==> src/rtl/EV_types.sv <==
// Execution-environment sizing constants shared by blocks that address the word store.
package EV_types;
  localparam int EV_Length_u32 = 64;
endpackage

==> src/rtl/array_swap_pkg.sv <==
// Shared types for the array swap/move engine and its range checker.
package array_swap_pkg;
  // Command fields are stored at the widest supported address width and sliced by the engine.
  localparam int MAX_ADDR_W = 16;

  typedef enum logic [2:0] {
    IDLE  = 3'd0,
    CHECK = 3'd1,
    RUN   = 3'd2,
    DRAIN = 3'd3,
    DONE  = 3'd4
  } swap_state_e;

  typedef enum logic [1:0] {
    STAT_OK          = 2'd0,
    STAT_SKIP        = 2'd1,
    STAT_ERR_RANGE   = 2'd2,
    STAT_ERR_OVERLAP = 2'd3
  } swap_status_e;

  typedef enum logic {
    MODE_SWAP = 1'b0,
    MODE_MOVE = 1'b1
  } swap_mode_e;

  typedef struct packed {
    logic [MAX_ADDR_W-1:0] arr_1;
    logic [MAX_ADDR_W-1:0] arr_2;
    logic [MAX_ADDR_W:0]   length;
    swap_mode_e            mode;
    logic                  cond_ok;
  } swap_cmd_t;
endpackage

==> src/rtl/swap_range_check.sv <==
// Combinational legality check of a latched command: skip, range and overlap, in priority order.
module swap_range_check
  import array_swap_pkg::*;
#(
  parameter int EV_WORDS = 64
) (
  input  logic [MAX_ADDR_W-1:0] arr_1,
  input  logic [MAX_ADDR_W-1:0] arr_2,
  input  logic [MAX_ADDR_W:0]   length,
  input  logic                  cond_ok,
  output swap_status_e          status
);
  // Two spare bits keep base + length from wrapping for any field value.
  localparam int CW = MAX_ADDR_W + 2;

  logic [CW-1:0] a1, a2, len, end_1, end_2, lim;
  logic          range_bad, overlap;

  assign a1        = CW'(arr_1);
  assign a2        = CW'(arr_2);
  assign len       = CW'(length);
  assign end_1     = a1 + len;
  assign end_2     = a2 + len;
  assign lim       = CW'(EV_WORDS);
  assign range_bad = (end_1 > lim) || (end_2 > lim);
  assign overlap   = (len != '0) && (a1 < end_2) && (a2 < end_1);

  always_comb begin
    status = STAT_OK;
    if (!cond_ok)       status = STAT_SKIP;
    else if (range_bad) status = STAT_ERR_RANGE;
    else if (overlap)   status = STAT_ERR_OVERLAP;
  end
endmodule

==> src/rtl/array_swap_engine.sv <==
// Swaps or moves a word range between two arrays, LANES words per port per cycle, with pipelined writes.
module array_swap_engine
  import array_swap_pkg::*;
#(
  parameter int  EV_WORDS = EV_types::EV_Length_u32,
  parameter int  LANES    = 1,
  localparam int ADDR_W   = $clog2(EV_WORDS)
) (
  input  logic                  clk,
  input  logic                  rst_n,
  input  logic                  cmd_valid,
  output logic                  cmd_ready,
  input  logic [ADDR_W-1:0]     cmd_arr_1,
  input  logic [ADDR_W-1:0]     cmd_arr_2,
  input  logic [ADDR_W:0]       cmd_length,
  input  logic                  cmd_mode,
  input  logic                  cmd_cond_ok,
  output logic                  rd_en,
  output logic [ADDR_W-1:0]     rd_addr_a,
  output logic [ADDR_W-1:0]     rd_addr_b,
  input  logic [LANES*32-1:0]   rd_data_a,
  input  logic [LANES*32-1:0]   rd_data_b,
  output logic                  wr_en_a,
  output logic                  wr_en_b,
  output logic [ADDR_W-1:0]     wr_addr_a,
  output logic [ADDR_W-1:0]     wr_addr_b,
  output logic [LANES*32-1:0]   wr_data_a,
  output logic [LANES*32-1:0]   wr_data_b,
  output logic [LANES-1:0]      wr_mask,
  output logic                  busy,
  output logic                  done,
  output logic [1:0]            status,
  output logic [2:0]            state_dbg
);
  localparam logic [ADDR_W:0]   LANES_W = (ADDR_W+1)'(LANES);
  localparam logic [ADDR_W-1:0] STEP    = ADDR_W'(LANES);

  swap_state_e      state;
  swap_cmd_t        cmd_q;
  swap_status_e     chk_status;
  swap_status_e     status_q;
  logic [ADDR_W:0]  rem;
  logic [LANES-1:0] chunk_mask;
  logic             last_chunk;

  swap_range_check #(.EV_WORDS(EV_WORDS)) u_check (
    .arr_1   (cmd_q.arr_1),
    .arr_2   (cmd_q.arr_2),
    .length  (cmd_q.length),
    .cond_ok (cmd_q.cond_ok),
    .status  (chk_status)
  );

  // rem counts words not yet read; the chunk being read covers min(rem, LANES) words.
  assign last_chunk = (rem <= LANES_W);
  always_comb begin
    chunk_mask = '0;
    for (int i = 0; i < LANES; i++) chunk_mask[i] = (rem > (ADDR_W+1)'(i));
  end

  assign busy      = (state != IDLE);
  assign state_dbg = state;
  assign status    = status_q;
  // Read data returns one cycle after rd_en, which is exactly the write cycle of that chunk.
  assign wr_data_a = wr_en_a ? rd_data_b : '0;
  assign wr_data_b = wr_en_b ? rd_data_a : '0;

  // Handshake: a command transfers on a rising edge where cmd_valid && cmd_ready; cmd_ready is
  // high only in IDLE, fields are latched on that edge and inputs are ignored until IDLE again.
  always_ff @(posedge clk or negedge rst_n) begin
    if (!rst_n) begin
      state     <= IDLE;
      cmd_q     <= '0;
      status_q  <= STAT_OK;
      cmd_ready <= 1'b0;
      rem       <= '0;
      rd_en     <= 1'b0;
      rd_addr_a <= '0;
      rd_addr_b <= '0;
      wr_en_a   <= 1'b0;
      wr_en_b   <= 1'b0;
      wr_addr_a <= '0;
      wr_addr_b <= '0;
      wr_mask   <= '0;
      done      <= 1'b0;
    end else begin
      done      <= 1'b0;
      wr_en_a   <= rd_en && (cmd_q.mode == MODE_SWAP);
      wr_en_b   <= rd_en;
      wr_addr_a <= rd_en ? rd_addr_a : '0;
      wr_addr_b <= rd_en ? rd_addr_b : '0;
      wr_mask   <= rd_en ? chunk_mask : '0;
      case (state)
        IDLE: begin
          cmd_ready <= 1'b1;
          if (cmd_valid && cmd_ready) begin
            cmd_q.arr_1   <= MAX_ADDR_W'(cmd_arr_1);
            cmd_q.arr_2   <= MAX_ADDR_W'(cmd_arr_2);
            cmd_q.length  <= (MAX_ADDR_W+1)'(cmd_length);
            cmd_q.mode    <= swap_mode_e'(cmd_mode);
            cmd_q.cond_ok <= cmd_cond_ok;
            cmd_ready     <= 1'b0;
            state         <= CHECK;
          end
        end
        CHECK: begin
          status_q <= chk_status;
          if (chk_status == STAT_OK && cmd_q.length != '0) begin
            rd_en     <= 1'b1;
            rd_addr_a <= cmd_q.arr_1[ADDR_W-1:0];
            rd_addr_b <= cmd_q.arr_2[ADDR_W-1:0];
            rem       <= cmd_q.length[ADDR_W:0];
            state     <= RUN;
          end else begin
            done  <= 1'b1;
            state <= DONE;
          end
        end
        RUN: begin
          if (last_chunk) begin
            rd_en <= 1'b0;
            state <= DRAIN;
          end else begin
            rem       <= rem - LANES_W;
            rd_addr_a <= rd_addr_a + STEP;
            rd_addr_b <= rd_addr_b + STEP;
          end
        end
        DRAIN: begin
          done  <= 1'b1;
          state <= DONE;
        end
        DONE: begin
          cmd_ready <= 1'b1;
          state     <= IDLE;
        end
        default: state <= IDLE;
      endcase
    end
  end
endmodule
==> config.mk <==
export PLATFORM = sky130hd
export DESIGN_NAME = array_swap_engine
export DESIGN_NICKNAME = d
export VERILOG_FILES = /design/src/rtl/EV_types.sv /design/src/rtl/array_swap_pkg.sv /design/src/rtl/swap_range_check.sv /design/src/rtl/array_swap_engine.sv
export SDC_FILE = /design/constraint.sdc
export NUM_CORES = 1
export LEC_CHECK = 0
export ABC_AREA = 1
export BUFFER_PORTS_ARGS = -buffer_cell sky130_fd_sc_hd__buf_2
export CAP_MARGIN = 20
export CORE_MARGIN = 1.5
export CORE_UTILIZATION = 45
export DETAILED_ROUTE_END_ITERATION = 6
export GPL_ROUTABILITY_DRIVEN = 0
export GPL_TIMING_DRIVEN = 1
export PLACE_DENSITY = 0.82
export SYNTH_ARGS = -nofsm -noshare
export SYNTH_HDL_FRONTEND = slang
export SYNTH_SLANG_ARGS = --single-unit
==> constraint.sdc <==
create_clock -name clk -period 6.6 [get_ports clk]
set_input_delay 0.33 -clock clk [delete_from_list [all_inputs] [get_ports clk]]
set_output_delay 0.33 -clock clk [all_outputs]
set_load 0.02 [all_outputs]
# [After elaboration in Yosys (flattened, before gate mapping)]
# Cells that the tools add are included.
# W data, S select, Z words.
[classes] add_sub_neg=5 order_cmp=6 n_eq_ne=8 mux=28 bitwise_logic=1 reduce_logical=17
[ops] op="$mux W32" n=2
[ops] op="$gt A18 B7 Y1 const B" n=2
[ops] op="$lt A6 B18 Y1" n=2
[ops] op="$mux W6" n=6
[ops] op="$pmux W6 S2" n=2
[ops] op="$reduce_bool A18 Y1" n=1
[ops] op="$reduce_bool A17 Y1" n=1
[ops] op="$add A6 B7 Y8" n=2
[ops] op="$mux W7" n=2
[ops] op="$pmux W7 S2" n=1
[ops] op="$add A6 B1 Y6 const B" n=2
[ops] op="$pmux W3 S4" n=1
[ops] op="$mux W3" n=3
[ops] op="$ne A2 B2 Y1 const B" n=4
[ops] op="$gt A7 B1 Y1 const B" n=1
[ops] op="$le A7 B1 Y1 const B" n=1
[ops] op="$sub A7 B1 Y7 const B" n=1
[ops] op="$eq A3 B2 Y1 const B" n=2
[ops] op="$mux W2" n=3
[ops] op="$pmux W1 S2" n=3
[ops] op="$reduce_and A3 Y1" n=2
[ops] op="$logic_and A1 B1 Y1" n=5
[ops] op="$mux W1" n=5
[ops] op="$reduce_and A2 Y1" n=2
[ops] op="8 further kinds" n=9
[totals] reg_bits=63 input_bits=88 out_inout_bits=100 word_cells=83

# [Logic depth before layout (Yosys ltp)]
# Gate-level depths: netlist of run 1.
[depth] ltp_word=11 mapped_depth=21

# [Modules after synthesis]
# A second synthesis of run 1 with hierarchy kept.
[hier_totals] hier_cells=1132 area_unflattened_um2=6711.4
[by_module_without_submodules] mod="array_swap_engine" n_inst=1 cells_per_inst=497 area_per_inst_um2=3492.1 seq_area_each_um2=1576.5
[by_module_without_submodules] mod="swap_range_check" n_inst=1 cells_per_inst=635 area_per_inst_um2=3219.3 seq_area_each_um2=0.0

# [Worst setup path before layout of run 1]
# OpenSTA, ideal clock, no wires.
[synth_path] path_kind="reg-to-reg" startpoint="reg cmd_q[2] (netlist name)" endpoint="reg rd_addr_b[2]" arrival_time_ns=2.592 setup_slack_ns=3.891 path_stages_with_launch=20 n_path_buf=1 path_cell_list="dfrtp_1 > ha_1 > fa_1 > nand2_1 > nand3_1 > nand2_1 > nand2_1 > nand2_1 > inv_1 > ha_1 > nand4_1 > o21ai_0 > nand3_1 > nand2_1 > nor2_1 > nor2_4 > nand3_4 > buf_6 > nand3_2 > nand2_1"
[synth_via] elab_chain_len=11
[synth_lines] item="$add A6 B7 Y8" line_no="swap_range_check.sv:23" source="assign end_2 = a2 + len;"
[synth_lines] item="$lt A6 B18 Y1" line_no="swap_range_check.sv:26" source="assign overlap = (len != '0) && (a1 < end_2) && (a2 < end_1);"
[synth_lines] item="$logic_and A1 B1 Y1 (2 in a row)" line_no="swap_range_check.sv:26"
[synth_lines] item="$mux W2" line_no="swap_range_check.sv:32" source="else if (overlap) status = STAT_ERR_OVERLAP;"
[synth_lines] item="$mux W2" line_no="swap_range_check.sv:31" source="else if (range_bad) status = STAT_ERR_RANGE;"
[synth_lines] item="$mux W2" line_no="swap_range_check.sv:30" source="if (!cond_ok) status = STAT_SKIP;"
[synth_lines] item="$logic_not A2 Y1" line_no="array_swap_engine.sv:108" source="if (chk_status == STAT_OK && cmd_q.length != '0) begin"
[synth_lines] item="$logic_and A1 B1 Y1 *" line_no="array_swap_engine.sv:108"
[synth_lines] item="$ne A2 B2 Y1 (no source line) *"
[synth_lines] item="$reduce_and A3 Y1 (no source line) *"
[synth_lines] item="to (signal assigned)" line_no="array_swap_engine.sv:111" source="rd_addr_b <= cmd_q.arr_2[ADDR_W-1:0];"
[synth_lines] item="to (signal assigned)" line_no="array_swap_engine.sv:126" source="rd_addr_b <= rd_addr_b + STEP;"
[synth_lines] item="to (decl)" line_no="array_swap_engine.sv:20" source="output logic [ADDR_W-1:0] rd_addr_b,"
# Every way passes the cells marked *; elsewhere a longest branch is shown, timed or not.
# A chain may end at the register's enable or synchronous reset.

# [Worst setup path in the final report of run 1]
[layout_path] startpoint="reg cmd_q[19] (netlist name)" endpoint="reg state[2] (netlist: state_dbg[2])"
[layout_via] elab_chain_len=11
[layout_lines] item="$add A6 B7 Y8" line_no="swap_range_check.sv:23"
[layout_lines] item="$lt A6 B18 Y1" line_no="swap_range_check.sv:26"
[layout_lines] item="$logic_and A1 B1 Y1 (2 in a row)" line_no="swap_range_check.sv:26"
[layout_lines] item="$mux W2" line_no="swap_range_check.sv:32"
[layout_lines] item="$mux W2 *" line_no="swap_range_check.sv:31"
[layout_lines] item="$mux W2 *" line_no="swap_range_check.sv:30"
[layout_lines] item="$logic_not A2 Y1 *" line_no="array_swap_engine.sv:108"
[layout_lines] item="$logic_and A1 B1 Y1 *" line_no="array_swap_engine.sv:108"
[layout_lines] item="$mux W3 *" line_no="array_swap_engine.sv:108"
[layout_lines] item="$pmux W3 S4 *" line_no="array_swap_engine.sv:93" source="case (state)"
[layout_lines] item="to (signal assigned)" line_no="array_swap_engine.sv:103" source="state <= CHECK;"
[layout_lines] item="to (signal assigned)" line_no="array_swap_engine.sv:113" source="state <= RUN;"
[layout_lines] item="to (signal assigned)" line_no="array_swap_engine.sv:116" source="state <= DONE;"
[layout_lines] item="to (decl)" line_no="array_swap_engine.sv:38" source="swap_state_e state;"
# Marks and branches as above.

==> results of run 1 <==
## flip-flops by register name, summed over array words and instances, names as in the netlist
| register | flops |
|---|---|
| cmd_q | 21 |
| rem | 7 |
| rd_addr_a | 6 |
| rd_addr_b | 6 |
| wr_addr_a | 6 |
| wr_addr_b | 6 |
| state_dbg | 3 |
| status | 2 |
| cmd_ready | 1 |
| done | 1 |
| rd_en | 1 |
| wr_en_a | 1 |
| wr_en_b | 1 |
| wr_mask | 1 |
## critical path, cell delays in order (launching register included)
cell and delay, ns:
dfrtp_1 0.44, ha_1 0.25, fa_1 0.44, nand2_1 0.08, nand3_1 0.08, nand2_1 0.07
nand2_1 0.04, nand2_1 0.09, inv_1 0.05, ha_1 0.28, nand2_1 0.05, nor2_1 0.10
nor2_1 0.04, o21ai_0 0.07, nand3_1 0.12, nand3_1 0.12, nand4_1 0.09, nand2_1 0.58
o31ai_1 0.18
## worst min-delay path by stage
stage                             from           end
after floorplan                  rst_n      cmd_q[0]
after global placement        cmd_q[1]       wr_en_a
after detailed placement      cmd_q[1]       wr_en_a
after CTS                 cmd_arr_2[3]     cmd_q[22]
after global routing      cmd_arr_1[5]     cmd_q[40]
final                            rst_n  wr_addr_a[1]
## report_power, final
| part | leakage [nW] | internal [mW] | switching, mW |
|---|---|---|---|
| logic | 2.99 | 0.673 | 1.16 |
| registers | 0.753 | 0.545 | 0.254 |
| clock network | 0.0968 | 0.186 | 0.158 |
| total | 3.84 | 1.40 | 1.57 |
## metrics by stage
step,util [%],hold slack [ns]
global placement,56.6,0.463
detailed placement,56.6,0.455
floorplan,-,0.0344
global route,58.7,0.174
finish,58.7,0.159
CTS,58.6,0.167
## metal layers
metal  track usage, %  wire length [um]
met5                0                 0
met4             9.36               361
met3             5.83              1010
met2             44.9              6850
met1             34.0              6030
## cell type report
type	instances	area share, %
multi-input cells	444	41.2
well taps	133	2.92
clock inverters	4	0.965
repair buffers	190	16.8
diodes	1	0.0439
clock buffers	12	2.54
flip-flops and latches	63	27.6
inverters	121	7.96
## Yosys cell counts, types with 2 or more instances
library cell  count
buf_6             2
o31ai_1           3
buf_2             2
nand3_2          18
nor2_1           30
ha_1             27
o21ai_0          28
xnor2_1           3
xor2_1            8
inv_2             2
nand4_1           7
a21oi_1          12
buf_4             4
nand3_1          44
clkbuf_1         13
nand2_2           6
a31oi_1           2
buf_1             2
dfrtp_1          63
nor2_2            3
inv_1           118
nand2_1         233
nand3b_1          2
fa_1              2
o21a_1            2
## cells by family after synthesis
group | count (synthesis) | synth area share, %
and+or+nand+nor | 350 | 34.9
xor gates and xnor gates | 11 | 2.14
adders and majority gates | 29 | 8.40
DFF | 63 | 35.0
AOI/OAI and AO/OA | 54 | 6.73
buffers and inverters | 144 | 12.7
==> flow_summary_export.csv, run 1 <==
group,metric,value,unit
run_status,outcome,"finished, final reports clean",
timing,drv_slew,0,
routing,drt_iter0_drc,249,
routing,drcViolationCount,0,
routing,ant_nets,0,
grt,grt_max_degree,64,
setup_path,r2r_cells,18,
synth,synth_area_leader_cell,"dfrtp_1",
synth,synthCells,651,
layout,nNetsFinal,946,
flow_run,maxCapViolCount,0,
floorplan,die_h,103,um
cts,clkSlewWorstSetupHoldPaths,0.07,ns
placement,dp_cells,951,
routing,num_vias,4711,
cts,cts_hold_buffers,0,
placement,dpl_cell_area,5500,um2
synth,synth_edf_count,0,
setup_path,r2r-start,"cmd_q[19]",
timing,maxSlewHeadroom,30.2,%
cts,clk_latency,0.35,ns
grt,grt_pass1_wl,21100,um
power_and_ir_drop,finalPower,2.98,mW
setup_path,r2r_end,"state_dbg[2]",
timing,timing.fmax,0.301,GHz
synth,synth.yosys.seq_area_share,35.0,%
cts,post_cts_buffers,0,
cts,cts_resized,0,
setup_path,cp_max_fo,21,
timing,fin_crit_sh,50.4,%
grt,grt_overflow,0,
placement,dp_slack,3.31,ns
power_and_ir_drop,peakVddDrop,0.302,mV
setup_path,cp-endpoint,"state_dbg[2]",
cts,ctsHtreeMaxLevel,3,
floorplan,fp.coreArea,9730,um2
setup_path,worstPathArrival,3.51,ns
cts,cts_tree,"done",
setup_path,startpoint_type,"flop",
grt,first_global_vias,4229,
setup_path,endpoint_kind,"flop",
setup_path,startpoint,"cmd_q[19]",
placement,portBuffers,187,
layout,syn_to_final_growth,26.9,%
floorplan,start_util,46.2,%
cts,cts_sinks,63,
cts,clockBufferDepth,2,
layout,layoutNonFillerInstCount,968,
floorplan,die_w,103,um
routing,first_pass_iters,5,
timing,grt_setup_unrepaired,"false",
timing,setup_viol,0,
floorplan,fp.dieArea,10600,um2
routing,via_per_inst,4.87,
grt,track_usage,26.7,%
cts,numCtsBuffers,9,
hold_path,hp-class,"primary input to asynchronous set/reset pin",
floorplan,rows,36,
synth,yosys_warnings,0,
power_and_ir_drop,p_leak,3.84,nW
timing,min_period,3.32,ns
layout,drive_gt1_share,28.5,%
routing,drt_wl_total,14200,um
synth,synth.avg_cell_area,6.91,um2
synth,ys.flop_type,"dfrtp_1",
grt,antenna_found_initial,1,
synth,synth_fp_nets,768,
synth,yosysTopAreaCellShare,35.0,%
setup_path,r2r_slack,3.28,ns
synth,netlist_top_cells_area,"dfrtp_1, nand2_1, inv_1, ha_1, nand3_1",
routing,wire_per_inst,14.7,um
setup_path,cp.required,6.78,ns
layout,fin_area,5710,um2
timing,fin_ws,3.28,ns
layout,mostFrequentLayoutCell,"nand2_1",
layout,multiInputGateArea,2350,um2
timing,worst_slew_pin_slew,1.04,ns
synth,synth-seq-cells,63,
placement,hpwl,11000,um
floorplan,io_pins,188,
synth,async_flop_share,100,%
timing,hold_violations,0,
synth,synthDistinctLibCells,40,
layout,fillCellCount,959,
timing,clock_skew,0.0109,ns
synth,netlist_area,4500,um2
power_and_ir_drop,power_density,522,nW/um2
timing,setup_tns,0,ns
setup_path,setup.worst_path.class,"flop to flop",
layout,seqCellArea,1580,um2
cts,ctsRootBufferMaster,"clkbuf_8",
layout,layout_common_cells,"nand2_1, buf_2, inv_1",
(Power assumes the default switching activity.)
==> run 2, diff against run 1 <==
--- a/config.mk
+++ b/config.mk
@@ -5,15 +5,15 @@
 export SDC_FILE = /design/constraint.sdc
 export NUM_CORES = 1
 export LEC_CHECK = 0
-export ABC_AREA = 1
+export ABC_AREA = 0
 export BUFFER_PORTS_ARGS = -buffer_cell sky130_fd_sc_hd__buf_2
 export CAP_MARGIN = 20
 export CORE_MARGIN = 1.5
-export CORE_UTILIZATION = 45
+export CORE_UTILIZATION = 43
 export DETAILED_ROUTE_END_ITERATION = 6
 export GPL_ROUTABILITY_DRIVEN = 0
 export GPL_TIMING_DRIVEN = 1
-export PLACE_DENSITY = 0.82
+export PLACE_DENSITY = 0.84
 export SYNTH_ARGS = -nofsm -noshare
 export SYNTH_HDL_FRONTEND = slang
 export SYNTH_SLANG_ARGS = --single-unit
==> constraint.sdc (replaced) <==
create_clock -name clk -period 2.95 [get_ports clk]
set_input_delay 0.1475 -clock clk [delete_from_list [all_inputs] [get_ports clk]]
set_output_delay 0.1475 -clock clk [all_outputs]
set_load 0.02 [all_outputs]
==> run 2 against run 1 <==
Compared with the run above: final cell count fell by 23%; global-route usage grew 1.9 points; sequential share of layout area is 0.41 points lower; die area shrank 6.9%; via count fell by 10%; combinational power rose to 3.1 times the previous value; the flow now finishes with violations (negative setup slack); design area increased by 1.8%; synthesized cell count decreased by 38%; synthesized area shrank 11%; critical path type unchanged.
==> flow_summary_export.csv, run 2 <==
group,metric,value,unit
grt,grt_max_degree,44,
layout,drive_gt1_share,49.5,%
floorplan,start_util,45.1,%
floorplan,die_w,99.4,um
layout,fillCellCount,674,
layout,fin_area,5810,um2
layout,layout_common_cells,"buf_2, and2_1, dfrtp_1",
timing,worst_slew_pin_slew,0.676,ns
placement,hpwl,10400,um
grt,first_global_vias,4139,
setup_path,crit_path_cell_trace,"ha_4 -> fa_2 -> a211oi_2 -> buf_4 -> buf_4 -> o21bai_1 -> a211oi_1 -> nor2_1 -> a32oi_2 -> nand4_4 -> mux2_4 -> o221a_1",
setup_path,slowest_stage,"dfrtp_2",
synth,synthCells,406,
cts,clk_latency,0.35,ns
synth,synth_fp_nets,523,
hold_path,min_from,"cmd_length[6]",
routing,wire_per_inst,19.0,um
placement,dp_cells,722,
cts,ctsHtreeMaxLevel,3,
grt,grt_pass1_wl,21700,um
synth,netlist_top_cells_area,"dfrtp_1, and2_1, ha_1, mux2_2, nor2_1",
grt,track_usage,28.5,%
synth,synth.yosys.seq_area_share,39.5,%
flow_run,maxCapViolCount,0,
cts,clkSlewWorstSetupHoldPaths,0.07,ns
timing,timing.fmax,0.305,GHz
synth,netlist_area,4000,um2
layout,syn_to_final_growth,45.3,%
setup_path,r2r_slack,-0.33,ns
setup_path,crit_top_cell,"buf_4",
routing,drt_iter0_drc,320,
synth,synth_common_cells,"and2_1, dfrtp_1, nor2_1",
floorplan,fp.dieArea,9880,um2
routing,num_vias,4231,
layout,antenna-diode-count,0,
routing,drcViolationCount,0,
synth,synth.avg_cell_area,9.84,um2
synth,synth_area_leader_cell,"dfrtp_1",
hold_path,holdPathEnd,"cmd_q[8]",
synth,synth_edf_count,0,
cts,ctsRootBufferMaster,"clkbuf_8",
timing,clock_skew,0.00651,ns
power_and_ir_drop,p_leak,3.01,nW
timing,min_period,3.28,ns
setup_path,r2r-start,"cmd_q[2]",
layout,largest_reg_flops,21,
power_and_ir_drop,power_density,1400,nW/um2
setup_path,startpoint_type,"flop",
timing,setup_viol,25,
synth,yosysTopAreaCellShare,39.5,%
floorplan,rows,34,
synth,yosys_warnings,0,
grt,antenna_found_initial,0,
setup_path,r2r_end,"rd_addr_a[0]",
synth,synth.most_common_cell,"and2_1",
layout,layoutNonFillerInstCount,748,
setup_path,r2r_cells,12,
timing,fin_crit_sh,111,%
setup_path,endpoint_kind,"flop",
routing,first_pass_iters,5,
layout,biggestRegsByFlops,"cmd_q (21), rem (7)",
setup_path,setup.worst_path.class,"flop to flop",
cts,clockBufferDepth,2,
layout,regMostFlops,"cmd_q",
timing,holdWs,0.0135,ns
timing,fin_ws,-0.334,ns
floorplan,die_h,99.4,um
cts,cts_tree,"done",
routing,drt_wl_total,14200,um
timing,drv_slew,0,
timing,maxSlewHeadroom,54.9,%
layout,mostFrequentLayoutCell,"buf_2",
setup_path,cp.required,3.19,ns
grt,grt_overflow,0,
layout,nNetsFinal,752,
floorplan,io_pins,188,
timing,grt_setup_unrepaired,"true",
setup_path,crit_path_max_incr_delay,0.46,ns
timing,setup_tns,-5.80,ns
synth,synth-seq-cells,63,
synth,synthDistinctLibCells,57,
power_and_ir_drop,finalPower,8.14,mW
placement,dpl_cell_area,5340,um2
placement,portBuffers,187,
synth,ys.flop_type,"dfrtp_1",
run_status,outcome,"finished with violations",
power_and_ir_drop,peakVddDrop,0.841,mV
routing,ant_nets,0,
hold_path,hp-class,"primary input to flop",
timing,hold_violations,0,
setup_path,cp_max_fo,5,
cts,cts_sinks,63,
routing,via_per_inst,5.66,
floorplan,fp.coreArea,8850,um2
cts,numCtsBuffers,9,
hold_path,whs_path_depth,3,
setup_path,worstPathArrival,3.52,ns
synth,async_flop_share,100,%
run_status,violations,"negative setup slack",
==> run 2: cell types whose count changed in the layout (fill, tap and decap cells not counted), moves of 17 or more <==
cell,previous run,this run
buf_4,3,41
o21ai_0,28,9
nand3_1,44,11
inv_1,118,11
mux2_2,0,20
nand2_1,233,15
and2_1,1,78
nand3_2,18,1
==> run 2: final cells by class <==
class / instances / area, um2 / area share [%]
Inverter: 11 / 41.3 / 0.711
Sequential cell: 63 / 1580 / 27.2
Clock buffer: 9 / 124 / 2.13
Timing Repair Buffer: 234 / 1330 / 22.9
Multi-Input combinational cell: 316 / 2520 / 43.4
Tap cell: 108 / 135 / 2.33
Clock inverter: 7 / 72.6 / 1.25
==> run 2: kinds of logic after synthesis <==
group,after synthesis,synth area share [%]
buf+inv,28,2.88
flops,63,39.5
compound gates,85,16.2
xor+xnor,9,1.97
simple gates,169,23.6
fa+ha+maj,29,9.46
mux,23,6.48
==> run 2: worst max-delay path by stage <==
stage / from / end / slack (ns) / depth (start not counted)
finish: cmd_q[2] / rd_addr_a[0] / -0.33 / 12
global route: cmd_q[2] / rd_addr_b[0] / -0.46 / 13
CTS: cmd_q[2] / rd_addr_a[0] / -0.26 / 13
detailed placement: cmd_q[2] / rd_addr_b[2] / -0.29 / 13
global placement: cmd_q[2] / rd_addr_b[0] / -0.15 / 12
floorplan: cmd_q[2] / rd_addr_b[0] / -0.01 / 13
==> run 2: repair_timing <==
action                                  4_1_cts  5_1_grt
endpoints found under the hold margin        20        0
buffers inserted                              6        2
hold buffers                                  1        0
pin swaps                                    17       10
endpoints found under the setup margin       25       25
cloned                                        2        0
resized for setup                            23       18
==> run 2: routing by layer <==
layer	track usage, %	wire (um)	part of all wire (%)	vias up
met5	0	0	0	-
met4	11.5	520	3.7	0
met3	7.45	1220	8.5	54
met2	46.9	6810	48	235
met1	36.0	5680	40	2036
li1	-	-	-	1906
==> run 2: power breakdown <==
part           internal, mW  switching [mW]  total (mW)
clock network         0.391           0.372       0.762
registers              1.24           0.479        1.72
logic                  2.59            3.07        5.66
total                  4.22            3.92        8.14
==> run 2: critical path: cells and delay by family (launching register included) <==
family          cells  cell delay (ns)
flops               1             0.46
compound gates      5             1.24
simple gates        2             0.35
mux                 1             0.32
fa+ha+maj           2             0.53
buf+inv             2             0.27
==> run 2: metrics by stage <==
stage | util (%) | setup slack, ns
5_1_grt | 65.6 | -0.460
3_3_place_gp | 60.3 | -0.151
6_report | 65.6 | -0.334
3_5_place_dp | 60.3 | -0.289
2_1_floorplan | - | -0.0106
4_1_cts | 64.6 | -0.261
==> run 3, diff against run 2 <==
--- a/config.mk
+++ b/config.mk
@@ -13,7 +13,7 @@
 export DETAILED_ROUTE_END_ITERATION = 6
 export GPL_ROUTABILITY_DRIVEN = 0
 export GPL_TIMING_DRIVEN = 1
-export PLACE_DENSITY = 0.84
+export PLACE_DENSITY = 0.9
 export SYNTH_ARGS = -nofsm -noshare
 export SYNTH_HDL_FRONTEND = slang
 export SYNTH_SLANG_ARGS = --single-unit
==> run 3 against run 2 <==
Compared with the run above: the flow still finishes with violations (negative setup slack); clock-buffer cell count is the same; combinational power rose by 14%; sequential share of layout area shrank 0.80 points; fmax fell by 7.4%; clock skew rose by 0.0016 ns; total power increased by 12%; via count increased by 8.7%; design area increased by 3.1%; worst setup slack got worse by 0.26 ns; non-clock buffer count grew 14; flip-flop and latch count unchanged; first-iteration DRC count grew 42%.
==> flow_summary_export.csv, run 3 (synthesis gave the netlist of run 2 again) <==
group,metric,value,unit
run_status,outcome,"finished with violations",
run_status,violations,"negative setup slack",
layout,syn_to_final_growth,49.9,%
layout,mostFrequentLayoutCell,"buf_2",
layout,biggestRegsByFlops,"cmd_q (21), rem (7)",
grt,grt_overflow,0,
setup_path,r2r_end,"rem[2]",
hold_path,holdPathEnd,"cmd_q[39]",
layout,nNetsFinal,766,
routing,num_vias,4599,
hold_path,min_from,"cmd_arr_1[4]",
cts,clk_latency,0.37,ns
cts,clockBufferDepth,2,
timing,min_period,3.55,ns
floorplan,die_w,99.4,um
floorplan,rows,34,
timing,clock_skew,0.00811,ns
grt,first_global_vias,4310,
floorplan,die_h,99.4,um
setup_path,cp_max_fo,4,
cts,ctsHtreeMaxLevel,3,
timing,drv_slew,0,
timing,setup_viol,25,
layout,largest_reg_flops,21,
grt,track_usage,31.1,%
floorplan,fp.coreArea,8850,um2
layout,drive_gt1_share,51.4,%
hold_path,whs_path_depth,2,
cts,clkSlewWorstSetupHoldPaths,0.08,ns
setup_path,startpoint_type,"flop",
timing,fin_ws,-0.597,ns
layout,layout_common_cells,"buf_2, and2_1, dfrtp_1",
timing,maxSlewHeadroom,38.7,%
routing,ant_nets,0,
layout,fin_area,5990,um2
setup_path,worstPathArrival,3.79,ns
floorplan,fp.dieArea,9880,um2
hold_path,hp-class,"primary input to flop",
power_and_ir_drop,peakVddDrop,0.841,mV
timing,worst_slew_pin_slew,0.920,ns
timing,fin_crit_sh,120,%
routing,drcViolationCount,0,
timing,hold_violations,0,
grt,antenna_found_initial,0,
flow_run,maxCapViolCount,0,
routing,first_pass_iters,6,
cts,ctsRootBufferMaster,"clkbuf_8",
layout,antenna-diode-count,0,
grt,grt_pass1_wl,23300,um
setup_path,endpoint_kind,"flop",
layout,fin_util,67.7,%
cts,numCtsBuffers,9,
layout,regMostFlops,"cmd_q",
setup_path,cp.required,3.19,ns
power_and_ir_drop,power_density,1520,nW/um2
routing,drt_iter0_drc,453,
grt,grt_max_degree,39,
placement,portBuffers,187,
placement,hpwl,11500,um
placement,dpl_cell_area,5360,um2
power_and_ir_drop,p_leak,3.09,nW
setup_path,r2r_cells,15,
floorplan,start_util,45.1,%
setup_path,r2r_slack,-0.60,ns
setup_path,setup.worst_path.class,"flop to flop",
cts,cts_sinks,63,
routing,wire_per_inst,22.8,um
timing,grt_setup_unrepaired,"true",
routing,via_per_inst,6.04,
setup_path,r2r-start,"cmd_q[2]",
routing,drt_wl_total,17400,um
cts,cts_tree,"done",
floorplan,io_pins,188,
timing,timing.fmax,0.282,GHz
[run 3: cell types whose count changed in the layout (fill, tap and decap cells not counted), sizes merged]
cell         previous run  this run
buf                   232       246
clkinv                  3         0
inv                    12        15
bufinv                  1         2
clkbuf                 10         9
clkinvlp                2         1
dlygate4sd3             1         2
[run 3: worst max-delay path by stage]
stage / cells after the start / startpoint / end
after global routing: 15 / cmd_q[2] / rem[2]
after global placement: 13 / cmd_q[3] / rd_addr_b[0]
after detailed placement: 13 / cmd_q[2] / rd_addr_a[3]
final: 15 / cmd_q[2] / rem[2]
after CTS: 14 / cmd_q[2] / rem[4]
after floorplan: 13 / cmd_q[2] / rd_addr_b[0]
[run 3: layer usage]
| metal | track usage, % | vias to the layer above | part of all wire, % |
|---|---|---|---|
| li1 | - | 1945 | - |
| met1 | 38.6 | 2179 | 38 |
| met5 | 0 | - | 0 |
| met3 | 9.56 | 107 | 10 |
| met4 | 11.2 | 0 | 4.8 |
| met2 | 51.2 | 368 | 47 |
[run 3: power by group]
part	leakage (nW)	switching, mW	internal, mW
combinational	2.19	3.55	2.90
sequential	0.786	0.521	1.24
clock	0.111	0.404	0.487
[run 3: what timing repair did]
item	4_1_cts	5_1_grt
gates resized for setup	26	24
hold buffers	2	0
buffers inserted	6	12
pin swaps	16	21
endpoints found under the setup margin	25	25
cloned	1	1
endpoints found under the hold margin	38	0
[run 3: area by class of cell]
| class | count | area [um2] |
|---|---|---|
| fill | 631 | 2860 |
| multi-input combinational | 316 | 2570 |
| sequential | 63 | 1580 |
| timing repair buffer | 248 | 1440 |
| tap | 108 | 135 |
| clock buffer | 9 | 124 |
| clock inverter | 7 | 103 |
| inverter | 11 | 41.3 |
[run 3: through the flow]
| step | setup TNS (ns) | total power, mW | hold slack (ns) | instances | worst slack, ns |
|---|---|---|---|---|---|
| 2_1_floorplan | -0.0213 | 4.77 | -0.148 | 406 | -0.0106 |
| 3_3_place_gp | -1.25 | 6.22 | 0.297 | 725 | -0.135 |
| 3_5_place_dp | -5.10 | 6.52 | 0.313 | 725 | -0.341 |
| 4_1_cts | -3.92 | 7.83 | 0.00850 | 749 | -0.251 |
| 5_1_grt | -13.49 | 9.46 | 0.0217 | 762 | -0.681 |
| 6_report | -11.05 | 9.10 | 0.0167 | 762 | -0.597 |
[run 3: worst max-delay path, cell delays in order (launching register included)]
cell and delay [ns]:
dfrtp_2 0.45, ha_2 0.22, fa_2 0.43, a211oi_4 0.31, nor2_2 0.11, xnor2_2 0.19, ha_4 0.32, nand3_4 0.09
a21oi_4 0.15, a211oi_2 0.06, o221ai_2 0.28, buf_4 0.18, nand4_4 0.12, buf_6 0.17, o211ai_1 0.26, a21oi_1 0.09
